**src/rtl/l1_uc_arbiter_if.sv**
```systemverilog
// Transfer-channel bundle shared by the L1 uc ports and the txrx_buffer controller port.
// The master side issues transactions; the slave side answers and, toward an L1 cache, grants.
interface l1_uc_arbiter_if;
  logic        req;
  logic        block;
  logic        rw;
  logic [23:0] add;
  logic [31:0] wData;
  logic        write;
  logic        read;
  logic        grant;
  logic        writeReady;
  logic        readReady;
  logic [31:0] rData;
  logic        done;

  modport master (
    output req, block, rw, add, wData, write, read,
    input  writeReady, readReady, rData, done
  );

  modport slave (
    input  req, block, rw, add, wData, write, read,
    output grant, writeReady, readReady, rData, done
  );
endinterface

```
**src/rtl/l1_uc_arbiter.sv**
```systemverilog
// Round-robin arbiter giving L1I (r0) or L1D (r1) the single buffer channel for a whole
// transaction, with a sticky watchdog flag for grants that never see a done pulse.
module l1_uc_arbiter #(
  parameter int TIMEOUT = 4096,
  parameter int TW      = 16
) (
  input  logic                  clock_i,
  input  logic                  reset_i,
  l1_uc_arbiter_if.slave        r0,
  l1_uc_arbiter_if.slave        r1,
  l1_uc_arbiter_if.master       m,
  output logic                  owner_o,
  output logic                  timeout_o
);

  typedef enum logic [1:0] {
    IDLE    = 2'd0,
    GRANT   = 2'd1,
    RELEASE = 2'd2
  } state_t;

  localparam bit            TIMEOUT_EN = (TIMEOUT != 0);
  localparam logic [TW-1:0] CNT_MAX    = '1;
  // The counter holds completed GRANT cycles, so the TIMEOUT-th cycle is seen at TIMEOUT-1.
  localparam logic [TW-1:0] CNT_HIT    = TW'(TIMEOUT - 1);

  state_t        state;
  logic          owner;
  logic          timeoutSticky;
  logic [TW-1:0] cnt;

  logic anyReq;
  logic ownerReq;
  logic pick;
  logic timeoutHit;

  assign anyReq   = r0.req | r1.req;
  assign ownerReq = owner ? r1.req : r0.req;
  // On a tie the requester that did not own the channel last time wins.
  assign pick     = (r0.req & r1.req) ? ~owner : r1.req;
  assign timeoutHit = TIMEOUT_EN && (state == GRANT) && (cnt == CNT_HIT);

  // NOTE: sequential state uses non-blocking assignments so every register samples pre-edge values.
  always_ff @(posedge clock_i) begin
    if (reset_i) begin
      state         <= IDLE;
      owner         <= 1'b1;
      cnt           <= '0;
      timeoutSticky <= 1'b0;
    end else begin
      if (timeoutHit) timeoutSticky <= 1'b1;
      unique case (state)
        IDLE: begin
          if (anyReq) begin
            state <= GRANT;
            owner <= pick;
            cnt   <= '0;
          end
        end
        GRANT: begin
          if (cnt != CNT_MAX) cnt <= cnt + 1'b1;
          if (m.done) state <= RELEASE;
        end
        RELEASE: begin
          if (!ownerReq) begin
            if (anyReq) begin
              state <= GRANT;
              owner <= pick;
              cnt   <= '0;
            end else begin
              state <= IDLE;
            end
          end
        end
        default: state <= IDLE;
      endcase
    end
  end

  assign owner_o   = owner;
  assign timeout_o = timeoutSticky | timeoutHit;
  assign r0.grant  = (state != IDLE) && !owner;
  assign r1.grant  = (state != IDLE) &&  owner;

  // NOTE: every output gets a default before the case logic, so no latch can be inferred.
  always_comb begin
    m.req         = 1'b0;
    m.block       = 1'b0;
    m.rw          = 1'b0;
    m.add         = '0;
    m.wData       = '0;
    m.write       = 1'b0;
    m.read        = 1'b0;
    r0.writeReady = 1'b0;
    r0.readReady  = 1'b0;
    r0.rData      = '0;
    r0.done       = 1'b0;
    r1.writeReady = 1'b0;
    r1.readReady  = 1'b0;
    r1.rData      = '0;
    r1.done       = 1'b0;
    if (state == GRANT) begin
      if (owner) begin
        m.req         = r1.req;
        m.block       = r1.block;
        m.rw          = r1.rw;
        m.add         = r1.add;
        m.wData       = r1.wData;
        m.write       = r1.write;
        m.read        = r1.read;
        r1.writeReady = m.writeReady;
        r1.readReady  = m.readReady;
        r1.rData      = m.rData;
        r1.done       = m.done;
      end else begin
        m.req         = r0.req;
        m.block       = r0.block;
        m.rw          = r0.rw;
        m.add         = r0.add;
        m.wData       = r0.wData;
        m.write       = r0.write;
        m.read        = r0.read;
        r0.writeReady = m.writeReady;
        r0.readReady  = m.readReady;
        r0.rData      = m.rData;
        r0.done       = m.done;
      end
    end
  end

  // Both L1 caches must never see the channel at the same time.
  assert property (@(posedge clock_i) disable iff (reset_i) !(r0.grant && r1.grant));
  // A done pulse reaches at most one requester.
  assert property (@(posedge clock_i) disable iff (reset_i) !(r0.done && r1.done));

endmodule

```
**src/flat_wrapper.sv**
```systemverilog
// flat-port wrapper written by rule: the top's interface ports become plain ports
module l1_uc_arbiter_flat 
#(
  parameter int TIMEOUT = 4096,
  parameter int TW      = 16
)
  (clock_i, reset_i, owner_o, timeout_o, r0_req, r0_block, r0_rw, r0_add, r0_wData, r0_write, r0_read, r0_grant, r0_writeReady, r0_readReady, r0_rData, r0_done, r1_req, r1_block, r1_rw, r1_add, r1_wData, r1_write, r1_read, r1_grant, r1_writeReady, r1_readReady, r1_rData, r1_done, m_req, m_block, m_rw, m_add, m_wData, m_write, m_read, m_writeReady, m_readReady, m_rData, m_done);
  l1_uc_arbiter_if r0_i ();
  l1_uc_arbiter_if r1_i ();
  l1_uc_arbiter_if m_i ();
  input  logic clock_i;
  input  logic reset_i;
  output logic owner_o;
  output logic timeout_o;
  input wire logic [$bits(r0_i.req)-1:0] r0_req;
  input wire logic [$bits(r0_i.block)-1:0] r0_block;
  input wire logic [$bits(r0_i.rw)-1:0] r0_rw;
  input wire logic [$bits(r0_i.add)-1:0] r0_add;
  input wire logic [$bits(r0_i.wData)-1:0] r0_wData;
  input wire logic [$bits(r0_i.write)-1:0] r0_write;
  input wire logic [$bits(r0_i.read)-1:0] r0_read;
  output wire logic [$bits(r0_i.grant)-1:0] r0_grant;
  output wire logic [$bits(r0_i.writeReady)-1:0] r0_writeReady;
  output wire logic [$bits(r0_i.readReady)-1:0] r0_readReady;
  output wire logic [$bits(r0_i.rData)-1:0] r0_rData;
  output wire logic [$bits(r0_i.done)-1:0] r0_done;
  input wire logic [$bits(r1_i.req)-1:0] r1_req;
  input wire logic [$bits(r1_i.block)-1:0] r1_block;
  input wire logic [$bits(r1_i.rw)-1:0] r1_rw;
  input wire logic [$bits(r1_i.add)-1:0] r1_add;
  input wire logic [$bits(r1_i.wData)-1:0] r1_wData;
  input wire logic [$bits(r1_i.write)-1:0] r1_write;
  input wire logic [$bits(r1_i.read)-1:0] r1_read;
  output wire logic [$bits(r1_i.grant)-1:0] r1_grant;
  output wire logic [$bits(r1_i.writeReady)-1:0] r1_writeReady;
  output wire logic [$bits(r1_i.readReady)-1:0] r1_readReady;
  output wire logic [$bits(r1_i.rData)-1:0] r1_rData;
  output wire logic [$bits(r1_i.done)-1:0] r1_done;
  output wire logic [$bits(m_i.req)-1:0] m_req;
  output wire logic [$bits(m_i.block)-1:0] m_block;
  output wire logic [$bits(m_i.rw)-1:0] m_rw;
  output wire logic [$bits(m_i.add)-1:0] m_add;
  output wire logic [$bits(m_i.wData)-1:0] m_wData;
  output wire logic [$bits(m_i.write)-1:0] m_write;
  output wire logic [$bits(m_i.read)-1:0] m_read;
  input wire logic [$bits(m_i.writeReady)-1:0] m_writeReady;
  input wire logic [$bits(m_i.readReady)-1:0] m_readReady;
  input wire logic [$bits(m_i.rData)-1:0] m_rData;
  input wire logic [$bits(m_i.done)-1:0] m_done;
  assign r0_i.req = r0_req;
  assign r0_i.block = r0_block;
  assign r0_i.rw = r0_rw;
  assign r0_i.add = r0_add;
  assign r0_i.wData = r0_wData;
  assign r0_i.write = r0_write;
  assign r0_i.read = r0_read;
  assign r0_grant = r0_i.grant;
  assign r0_writeReady = r0_i.writeReady;
  assign r0_readReady = r0_i.readReady;
  assign r0_rData = r0_i.rData;
  assign r0_done = r0_i.done;
  assign r1_i.req = r1_req;
  assign r1_i.block = r1_block;
  assign r1_i.rw = r1_rw;
  assign r1_i.add = r1_add;
  assign r1_i.wData = r1_wData;
  assign r1_i.write = r1_write;
  assign r1_i.read = r1_read;
  assign r1_grant = r1_i.grant;
  assign r1_writeReady = r1_i.writeReady;
  assign r1_readReady = r1_i.readReady;
  assign r1_rData = r1_i.rData;
  assign r1_done = r1_i.done;
  assign m_req = m_i.req;
  assign m_block = m_i.block;
  assign m_rw = m_i.rw;
  assign m_add = m_i.add;
  assign m_wData = m_i.wData;
  assign m_write = m_i.write;
  assign m_read = m_i.read;
  assign m_i.writeReady = m_writeReady;
  assign m_i.readReady = m_readReady;
  assign m_i.rData = m_rData;
  assign m_i.done = m_done;
  l1_uc_arbiter #(.TIMEOUT(TIMEOUT), .TW(TW)) u_core (.clock_i(clock_i), .reset_i(reset_i), .r0(r0_i), .r1(r1_i), .m(m_i), .owner_o(owner_o), .timeout_o(timeout_o));
endmodule
```
**config.mk**
```make
export PLATFORM = sky130hd
export DESIGN_NAME = l1_uc_arbiter_flat
export DESIGN_NICKNAME = d
export VERILOG_FILES = /design/src/rtl/l1_uc_arbiter_if.sv /design/src/rtl/l1_uc_arbiter.sv /design/src/flat_wrapper.sv
export SDC_FILE = /design/constraint.sdc
export NUM_CORES = 1
export LEC_CHECK = 0
export ABC_AREA = 1
export BUFFER_PORTS_ARGS = -buffer_cell sky130_fd_sc_hd__buf_2
export CAP_MARGIN = 20
export CORE_AREA = 4 4 111 113
export DETAILED_ROUTE_END_ITERATION = 8
export DIE_AREA = 0 0 115 117
export GPL_TIMING_DRIVEN = 1
export PLACE_DENSITY_LB_ADDON = 0.25
export REMOVE_ABC_BUFFERS = 1
export SLEW_MARGIN = 20
export SYNTH_ARGS = -nofsm -noshare
export SYNTH_HDL_FRONTEND = slang
export SYNTH_SLANG_ARGS = --single-unit
```
**constraint.sdc**
```tcl
create_clock -name clock_i -period 2.17 [get_ports clock_i]
set_input_delay 0.1085 -clock clock_i [delete_from_list [all_inputs] [get_ports clock_i]]
set_output_delay 0.1085 -clock clock_i [all_outputs]
set_load 0.05 [all_outputs]
```
## Word-level counts from Yosys, hierarchy flattened

Cells that the tools add are included.

| word-level totals | value |
|---|---|
| output and inout port bits | 135 |
| bits in registers | 20 |
| input port bits | 159 |
| logic and storage cells | 71 |

| cells by class | value |
|---|---|
| reduce and logical (&&, ||, !) cells | 11 |
| bitwise gates (word level) | 4 |
| muxes and demuxes | 43 |
| $add $sub $neg | 1 |
| eq/ne operators | 8 |

Operators with widths:

| operator | count |
|---|---|
| 2-to-1 mux 32 bit | 6 |
| 2-to-1 mux 16 bit | 3 |
| 2-to-1 mux 24 bit | 2 |
| one-hot mux 16 bit (3 select lines) | 1 |
| 2-to-1 mux 1 bit | 26 |
| adder 16 x 1 -> 16 bit (second input constant) | 1 |
| == test 16 x 12 -> 1 bit (second input constant) | 1 |
| != test 16 bit (second input constant) | 1 |
| 2-to-1 mux 2 bit | 3 |
| one-hot mux 2 bit (3 select lines) | 1 |
| AND reduction 3 bit | 2 |
| != test 2 x 1 -> 1 bit (second input constant) | 2 |
| != test 2 bit (second input constant) | 2 |
| nonzero test 2 bit | 2 |
| logical AND 1 bit | 3 |
| nonzero test 3 bit | 1 |
| == test 2 x 1 -> 1 bit (second input constant) | 1 |
| == test 2 bit (second input constant) | 1 |
| logical NOT 2 bit | 1 |
| OR 1 bit | 2 |
| one-hot mux 1 bit (2 select lines) | 1 |
| AND reduction 2 bit | 1 |
| bitwise AND 1 bit | 1 |
| logical NOT 1 bit | 1 |
| inverter 1 bit | 1 |

## Logic depth before layout (Yosys ltp)

| depth | value |
|---|---|
| depth after elaboration | 5 |
| gate-level depth with buffers | 11 |

## Worst setup path after synthesis

No wires, ideal clock.

| timing | value |
|---|---|
| kind | register to output |
| start point | register u_core.owner, in the netlist u_core.owner_o |
| end point | output port m_wData[23] |
| data arrival time | 2023 ps |
| cell stages (with the launch flop) | 5 |
| setup slack | 38 ps |
| path through | dfxtp_1 > buf_4 > clkbuf_1 > nand2_1 > a21oi_1 |

| between the ends | value |
|---|---|
| longest elaborated chain between the ends | 2 |

RTL lines:

| element | RTL line | source |
|---|---|---|
| start: declaration | l1_uc_arbiter.sv:28 | `logic owner;` |
| start signal: assignment | l1_uc_arbiter.sv:56 | `owner <= pick;` |
| start signal: assignment | l1_uc_arbiter.sv:68 | `owner <= pick;` |
| 2-to-1 mux 32 bit | l1_uc_arbiter.sv:103 | `if (owner) begin` |
| 2-to-1 mux 32 bit | l1_uc_arbiter.sv:102 | `if (state == GRANT) begin` |
| end: declaration | flat_wrapper.sv:43 | `output wire logic [$bits(m_i.wData)-1:0] m_wData;` |

No other way between the ends.

## Worst setup path after layout

| timing | value |
|---|---|
| start point | register u_core.state[1] |
| end point | output port m_wData[4] |

| between the ends | value |
|---|---|
| longest elaborated chain between the ends | 2 |

RTL lines:

| element | RTL line | source |
|---|---|---|
| start: declaration | l1_uc_arbiter.sv:27 | `state_t state;` |
| start signal: assignment | l1_uc_arbiter.sv:46 | `state <= IDLE;` |
| start signal: assignment | l1_uc_arbiter.sv:55 | `state <= GRANT;` |
| start signal: assignment | l1_uc_arbiter.sv:62 | `if (m.done) state <= RELEASE;` |
| == test 2 x 1 -> 1 bit | l1_uc_arbiter.sv:102 |  |
| 2-to-1 mux 32 bit | l1_uc_arbiter.sv:102 |  |

No other way between the ends.

==> results.json <==
{
  "avgSynthCellArea_sq_um": 4.84,
  "ir_drop_v": 0.000293,
  "worst-setup-path-type": "flip-flop to primary output",
  "fin_crit_sh_pct": 90.4,
  "grt_pass1_vias": 3663,
  "core_area_sq_um": 11300,
  "whs_ps": 152,
  "finalSetupViolCount": 0,
  "grt_max_degree": 59,
  "gp_congestion": 0.917,
  "end_kind": "primary output",
  "fin_area_sq_um": 4290,
  "hold_class": "input port to flip-flop",
  "initial_utilization_pct": 22.6,
  "vias": 4175,
  "ys_seq_area_share_pct": 15.6,
  "via_per_inst": 4.39,
  "syn_inst": 529,
  "insertion_delay_ps": 260,
  "final_net_count": 968,
  "worstPathMaxFanout": 45,
  "drc": 0,
  "post-place-cells": 946,
  "drtAntennaViolNets": 0,
  "synth_seq_cells": 20,
  "numPortBuffers": 293,
  "slew_headroom_pct": 70.8,
  "drtIter0Drc": 258,
  "first_pass_iters": 5,
  "synth_top_area_share_pct": 27.7,
  "rows": 39,
  "p_total_w": 0.00243,
  "grt_overflow": 0,
  "cts_buffers": 3,
  "ys_top_cells_by_area": "nand2_1 28%, dfxtp_1 16%, nor2_1 15%",
  "setup_tns_ps": 0,
  "rsz0062_at_grt": "no",
  "clock.fmax_mhz": 510,
  "wl_per_cell_um": 14.5,
  "die_area_sq_um": 13500,
  "period_needed_ps": 1960,
  "antenna_found_initial": 1,
  "cts_num_sinks": 20,
  "yosysMostFrequentCell": "nand2_1",
  "p_leak_nw": 2.71,
  "totalWireLength_um": 13800,
  "cts_resized": 0,
  "clk_pin_slew_ps": 60,
  "tightestPinTransition_ps": 438,
  "synth_top_flop_cell": "dfxtp_1",
  "p_per_area_nw_per_um2": 566,
  "dp_hpwl_um": 11400,
  "crit_arrival_ps": 1850,
  "cts_tree": "yes",
  "postCtsHoldBufs": 0,
  "yosys_warnings": 0,
  "dieWidth_um": 115,
  "synth_commonest_cells": "189 x nand2_1, 101 x nor2_1, 73 x a21oi_1, 66 x inv_1",
  "cts_buffer_depth": 2,
  "final-hold-violation-count": 0,
  "synth_cell_types": 27,
  "yosys.area.top_type": "nand2_1",
  "cts_root_buf": "clkbuf_16",
  "worstPathRequired_ps": 2060,
  "final_max_slew_viol_count": 0,
  "synthArstFlopShare_pct": 0,
  "gr-usage-all-layers_pct": 17.8,
  "synthesis.area_sq_um": 2560,
  "fin_cells": 952,
  "die_h_um": 117,
  "place_area_sq_um": 4180,
  "status": "completed",
  "skew_ps": 1.66,
  "grt_first_pass_wirelength_um": 19300,
  "layout-drive-gt1-share_pct": 40.5,
  "synth_edf_count": 0,
  "postCtsSetupRepairBufs": 0,
  "start_kind": "flip-flop",
  "cts.htree.levels": 1,
  "areaGrowthSynthToFinish_pct": 67.6,
  "io_pins": 294,
  "cap_violations": 0
}
[registers in the layout, indices dropped and copies added (netlist names)]
name / count
u_core.state: 2
u_core.cnt: 16
u_core.owner_o: 1
u_core.timeoutSticky: 1
[path summary, 6_finish.rpt]
path / from / to / slack (ps) / cells after the start
max: u_core.state[1]$_SDFFE_PP0P_ / m_wData[4] / 210 / 6
min: r1_req / u_core.owner_o$_SDFFE_PP1P_ / 150 / 3
max reg2reg: u_core.cnt[0]$_SDFFE_PP0P_ / u_core.cnt[12]$_SDFFE_PP0P_ / 550 / 9
min reg2reg: u_core.timeoutSticky$_SDFFE_PP0P_ / u_core.timeoutSticky$_SDFFE_PP0P_ / 460 / 2
[per-stage QoR]
| stage | setup WS, ps | utilization, % |
|---|---|---|
| 6_report | 209 | 37.9 |
| 5_1_grt | 42.8 | 37.9 |
| 4_1_cts | 191 | 37.9 |
| 3_5_place_dp | 480 | 36.9 |
| 3_3_place_gp | 493 | 36.9 |
| 2_1_floorplan | -1590 | - |
[metal layers]
layer / wire [um] / track usage, %
met1: 5740 / 24.7
met2: 6740 / 29.9
met3: 1160 / 3.03
met4: 140 / 2.43
met5: 0 / 0
[layout by cell type, fill, tap and decap left out, types with 2 or more instances in the layout]
master and count:
a21oi_1 73, a21oi_2 2, buf_12 2, buf_2 293, buf_4 7, clkbuf_16 3
dfxtp_1 19, diode_2 2, inv_1 66, inv_2 2, nand2_1 188, nand2_2 5
nand2_4 2, nand3_1 20, nand4_1 2, nor2_1 101, nor2_2 3, nor2_4 2
o211ai_1 2, o21ai_0 3, or2_2 3
[cell families (layout without fill, tap and decap cells)]
family | Yosys count | count (layout) | synth area share (%)
AO/OA/AOI/OAI | 83 | 83 | 16.9
adder cells (fa/ha/maj) | 1 | 1 | 0.489
buffers and inverters | 96 | 374 | 14.7
flip-flops | 20 | 20 | 15.6
other | 0 | 2 | 0
AND/OR/NAND/NOR | 329 | 329 | 52.3
[report_power, final]
group / switching [W] / total, W / internal (W)
logic: 0.00113 / 0.00151 / 0.000374
clock network: 0.000160 / 0.000527 / 0.000367
registers: 0.0000164 / 0.000397 / 0.000380
total: 0.00131 / 0.00243 / 0.00112
[layout make-up]
class                           instances  area (sq um)
Clock inverter                          1          30.0
Clock buffer                            3          75.1
Tap cell                              143           179
Antenna cell                            2          5.00
Fill cell                            1289          7030
Timing Repair Buffer                  302          1560
Sequential cell                        20           402
Inverter                               68           255
Multi-Input combinational cell        413          1790
[worst max-delay path, stage by stage, from the launching register on]
cell	delay [ps]
dfxtp_1	370
inv_1	80
nand2_2	60
buf_4	270
buf_4	450
a21oi_1	110
buf_2	240
Note: power is estimated with default switching activity, not from simulation.
